## src/rtl/trng_uart_tx.sv

```systemverilog
// UART 8N1 byte transmitter for the TRNG host link: one-byte holding register, RTS gating
// at byte starts, and a frame marker pulse after every FRAME_BYTES-th byte.
module trng_uart_tx #(
  parameter int CLKS_PER_BIT = 104,
  parameter int STOP_BITS    = 1,
  parameter int FRAME_BYTES  = 256
) (
  input  logic       i_clk,
  input  logic       i_reset,
  input  logic [7:0] i_dat,
  input  logic       i_write,
  input  logic       i_serial_rts_n,
  output logic       o_ready,
  output logic       o_serial_data,
  output logic       o_new_frame,
  output logic       o_busy,
  output logic       o_overflow
);

  localparam int TW = (CLKS_PER_BIT > 1) ? $clog2(CLKS_PER_BIT) : 1;
  localparam int FW = (FRAME_BYTES > 1) ? $clog2(FRAME_BYTES + 1) : 1;
  localparam logic [TW-1:0] TIMER_LAST = TW'(CLKS_PER_BIT - 1);
  localparam logic [2:0]    STOP_LAST  = 3'(STOP_BITS - 1);
  localparam logic [FW-1:0] FRAME_LAST = FW'(FRAME_BYTES - 1);

  typedef enum logic [1:0] {IDLE, START, DATA, STOP} state_t;

  state_t        state, state_nxt;
  logic [TW-1:0] timer, timer_nxt;
  logic [2:0]    idx, idx_nxt;
  logic [7:0]    shifter, shifter_nxt;
  logic [7:0]    hold, hold_nxt;
  logic          hold_valid, hold_valid_nxt;
  logic          overflow_nxt;
  logic [FW-1:0] frame_cnt, frame_cnt_nxt;
  logic          new_frame_nxt;
  logic          line_nxt;
  logic          rts_meta, rts_sync;
  logic          rts_ok, bit_end, stop_end, load;

  assign rts_ok   = ~rts_sync;
  assign bit_end  = (timer == TIMER_LAST);
  assign stop_end = (state == STOP) && bit_end && (idx == STOP_LAST);
  assign load     = hold_valid && rts_ok && ((state == IDLE) || stop_end);

  always_comb begin
    state_nxt   = state;
    timer_nxt   = timer;
    idx_nxt     = idx;
    shifter_nxt = shifter;
    if (state != IDLE) timer_nxt = bit_end ? '0 : timer + 1'b1;
    case (state)
      START: if (bit_end) state_nxt = DATA;
      DATA: begin
        if (bit_end) begin
          if (idx == 3'd7) begin
            state_nxt = STOP;
            idx_nxt   = '0;
          end else begin
            idx_nxt = idx + 3'd1;
          end
        end
      end
      STOP: begin
        if (bit_end) begin
          if (idx == STOP_LAST) begin
            state_nxt = IDLE;
            idx_nxt   = '0;
          end else begin
            idx_nxt = idx + 3'd1;
          end
        end
      end
      default: ;
    endcase
    // a pending byte follows the last stop cycle directly, so no idle gap appears
    if (load) begin
      state_nxt   = START;
      timer_nxt   = '0;
      idx_nxt     = '0;
      shifter_nxt = hold;
    end
  end

  always_comb begin
    hold_nxt       = hold;
    hold_valid_nxt = hold_valid;
    overflow_nxt   = o_overflow;
    if (load) hold_valid_nxt = 1'b0;
    if (i_write) begin
      if (!hold_valid || load) begin
        hold_nxt       = i_dat;
        hold_valid_nxt = 1'b1;
      end else begin
        overflow_nxt = 1'b1;
      end
    end
  end

  always_comb begin
    frame_cnt_nxt = frame_cnt;
    new_frame_nxt = 1'b0;
    if (stop_end) begin
      if (frame_cnt == FRAME_LAST) begin
        frame_cnt_nxt = '0;
        new_frame_nxt = 1'b1;
      end else begin
        frame_cnt_nxt = frame_cnt + 1'b1;
      end
    end
  end

  // line is registered from the next state so it lines up with the state register
  always_comb begin
    case (state_nxt)
      START:   line_nxt = 1'b0;
      DATA:    line_nxt = shifter_nxt[idx_nxt];
      default: line_nxt = 1'b1;
    endcase
  end

  always_ff @(posedge i_clk) begin
    if (i_reset) begin
      state         <= IDLE;
      timer         <= '0;
      idx           <= '0;
      shifter       <= '0;
      hold          <= '0;
      hold_valid    <= 1'b0;
      frame_cnt     <= '0;
      rts_meta      <= 1'b1;
      rts_sync      <= 1'b1;
      o_ready       <= 1'b1;
      o_serial_data <= 1'b1;
      o_new_frame   <= 1'b0;
      o_busy        <= 1'b0;
      o_overflow    <= 1'b0;
    end else begin
      state         <= state_nxt;
      timer         <= timer_nxt;
      idx           <= idx_nxt;
      shifter       <= shifter_nxt;
      hold          <= hold_nxt;
      hold_valid    <= hold_valid_nxt;
      frame_cnt     <= frame_cnt_nxt;
      rts_meta      <= i_serial_rts_n;
      rts_sync      <= rts_meta;
      o_ready       <= ~hold_valid_nxt;
      o_serial_data <= line_nxt;
      o_new_frame   <= new_frame_nxt;
      o_busy        <= (state_nxt != IDLE);
      o_overflow    <= overflow_nxt;
    end
  end

endmodule

```

## config.mk

```make
export PLATFORM = sky130hd
export DESIGN_NAME = trng_uart_tx
export DESIGN_NICKNAME = d
export VERILOG_FILES = /design/src/rtl/trng_uart_tx.sv
export SDC_FILE = /design/constraint.sdc
export NUM_CORES = 1
export LEC_CHECK = 0
export CAP_MARGIN = 15
export CORE_MARGIN = 1.5
export CORE_UTILIZATION = 50
export DETAILED_ROUTE_END_ITERATION = 6
export HOLD_SLACK_MARGIN = 0.02
export PLACE_DENSITY = 0.75
export SLEW_MARGIN = 25
export SYNTH_ARGS = -nofsm -noshare
export SYNTH_HDL_FRONTEND = slang
export SYNTH_SLANG_ARGS = --single-unit
```

## constraint.sdc

```tcl
create_clock -name i_clk -period 2 [get_ports i_clk]
set_input_delay 0.4 -clock i_clk [delete_from_list [all_inputs] [get_ports i_clk]]
set_output_delay 0.4 -clock i_clk [all_outputs]
set_load 0.01 [all_outputs]
```

==> results by group <==
Outcome
  – Status: complete, but fails checks
  – Failing checks: negative setup slack

Route
  – Iteration-0 DRC Markers: 92
  – Antenna-violating nets left: 0
  – WL met1: 2.009 mm
  – Final WL: 4.476 mm
  – Vias/cell: 5.495
  – DR pass1 iterations: 4
  – Top Metal Used: met4
  – Met2 wire len: 2.211 mm
  – WL met3: 197 um
  – Vias: 1687
  – Wire per inst: 14.58 um
  – Drt drc: 0

Critical path
  – Crit path capture type: flop
  – Worst Setup Path Type: reg2reg
  – Register-to-register setup slack: -0.11 ns
  – R2r startpoint: idx[0]
  – Crit path required time: 2.18 ns
  – Worst path arrival time: 2.29 ns
  – Critical path launch point type: flop
  – Largest stage delay, worst path: 0.39 ns
  – Crit-path max FO: 3
  – CP max stage cell: dfxtp_4
  – Critical path's most frequent cell: o211ai_1
  – Cell family with most CP delay: compound AO/OA/AOI/OAI gates
  – Stages on the worst setup path: 9
  – Buffer and inverter count on the worst path: 2
  – Reg2reg path depth: 9
  – Critical-path cell list: inv_4 > ha_4 > and3b_2 > buf_6 > a31oi_4 > o22ai_2 > o211ai_1 > o211ai_1 > a311o_1
  – Reg2reg end: o_serial_data

Logic synthesis
  – Most used DFF post-synth: dfxtp_1
  – Post-synth top area share: 44.55%
  – Count leader, synth: dfxtp_1
  – Post-synth EDFFs: 0
  – Syn_area_per_cell: 9.067 um^2
  – Area leader, netlist: dfxtp_1
  – Synthesis-stage register bit count: 45
  – Post-Syn Area: 2022 um^2
  – Synth cell types: 48
  – Synthesis Warnings: 0
  – Syn nets: 240
  – Syn Inst Count: 223
  – Sequential area share after synthesis: 44.55%
  – Synth cell count leaders: dfxtp_1, nor2_1, nand2_1
  – Post-synth ARST share: 0%
  – Top cells by area, synth: dfxtp_1, mux2i_1, nor2_1

Clock network
  – CTS Sinks: 45
  – Clock Path Buffers: 2
  – Clock Latency Late Sink: 0.30 ns
  – CTS clock-pin slew for the worst setup and hold paths: 0.08 ns
  – Clk root buf: clkbuf_8
  – H-tree levels: 2
  – Num CTS Buffers: 5
  – CTS tree: yes

Finish
  – Fill cells: 284
  – Ant. Diodes: 0
  – Area added between synthesis and finish: 30.14%
  – Nets: 275
  – Finished Core Util: 69.77%
  – Layout cell share with drive strength beyond 1: 25.10%
  – Fin cells: 307

Hold path
  – Min-Delay Startpoint: rts_meta
  – Hold Path Sink: rts_sync
  – Hold Path Class: reg2reg
  – Worst hold stages: 1

Pwr
  – Tot Pwr: 1758 uW
  – Max VDD drop: 0.0006167 V
  – Leakage: 0.0009940 uW
  – Power per standard cell area: 668.1 nW/um^2

Global route
  – Initial antenna violation count: 0
  – First-pass GRT wire length: 7.155 mm
  – Total GRT Usage: 20.98%
  – Number of global-route vias before repair: 1588
  – Global route overflow: 0
  – Pin count of the biggest net entering global routing: 35

STA
  – PnR worst setup slack: -0.1058 ns
  – Worst-margin pin slew: 0.3371 ns
  – Final Hold Vio Count: 0
  – RSZ-0062 raised after global routing: true
  – Rel. slew slack: 77.53%
  – Final Slew Violations: 0
  – Clock Skews: 0.005377 ns
  – Crit path time final: 2.106 ns
  – Hold_ws: 0.4142 ns
  – F_max: 474.9 MHz
  – Setup-failing EPs final: 1
  – Period utilisation layout: 105.3%

Floorplan
  – Die Width: 66.59 um
  – Initial Util: 53.62%
  – Die H: 66.59 um
  – Core box area: 3771 um^2
  – Ports: 17
  – Die area: 4434 um^2
  – Rows: 22

Run
  – Max Cap Violations: 0

Placed design
  – Placer congestion estimate: 0.8052
  – Dpl cells: 292
  – HPWL after DPL: 2.939 mm
  – Port bufs: 16
[layout by cell type, fill, tap and decap left out, types with 5 or more instances in the layout]
master and count:
dfxtp_1 39, nor2_1 30, nand2_1 27, a21oi_1 17, clkdlybuf4s50_1 16, buf_4 16
mux2i_1 10, xor2_1 9, nor3_1 6, clkbuf_8 6, dfxtp_2 5
[state kept, by name, indices dropped and copies added, names as in the netlist]
| register | flops |
|---|---|
| rts_meta | 1 |
| hold_valid | 1 |
| o_serial_data | 1 |
| o_ready | 1 |
| shifter | 8 |
| o_busy | 1 |
| rts_sync | 1 |
| idx | 3 |
| frame_cnt | 9 |
| o_new_frame | 1 |
| timer | 7 |
| hold | 8 |
| state | 2 |
| o_overflow | 1 |
[report_power, final]
part / total [uW] / leakage, uW / internal [uW] / switching, uW
Combinational: 121 / 0.000567 / 67.0 / 54.4
Clock: 710 / 0.0000585 / 407 / 302
Sequential: 927 / 0.000369 / 913 / 13.4
[cell type report]
cell class	count	area, um^2	share of cell area (%)
tap	48	60.06	2.282
sequential	45	910.9	34.62
timing repair buffer	35	331.6	12.60
clock buffer	7	86.33	3.281
clock inverter	1	30.03	1.141
multi-input combinational	165	1187	45.13
inverter	6	25.02	0.9510
[timing repair]
action                                  4_1_cts  5_1_grt
resized for setup                             7       28
hold buffers                                  0        0
buffers inserted                              1        6
pin swaps                                     2       13
endpoints found under the setup margin        9       14
[how the worst max path moves through the flow]
| stage | startpoint | end |
|---|---|---|
| 6_report | idx[0] | o_serial_data |
| 5_1_grt | idx[0] | o_serial_data |
| 4_1_cts | idx[0] | o_serial_data |
| 3_5_place_dp | idx[0] | o_serial_data |
| 3_3_place_gp | idx[0] | o_serial_data |
| 2_1_floorplan | idx[0] | o_serial_data |
[metrics by stage]
stage          setup WS [ns]  setup TNS (ns)  cell area [um^2]
2_1_floorplan        0.09926               0              2022
3_3_place_gp         0.02945               0              2301
3_5_place_dp        -0.07345         -0.1173              2301
4_1_cts             -0.01887        -0.01887              2467
5_1_grt              -0.1199         -0.4937              2631
6_report             -0.1058         -0.1058              2631
[layer usage]
metal | track usage (%) | up-vias
met5 | 0 | -
met4 | 6.122 | 0
met3 | 4.054 | 7
met2 | 35.63 | 47
met1 | 26.93 | 788
li1 | - | 845
[cell families after synthesis]
group	after synthesis	synth area share [%]
xor+xnor	11	4.765
flops	45	44.55
simple gates	97	25.12
compound gates	40	13.24
fa+ha+maj	5	3.094
mux	12	5.941
buf+inv	13	3.280
Power figures use the tool's default switching activity.
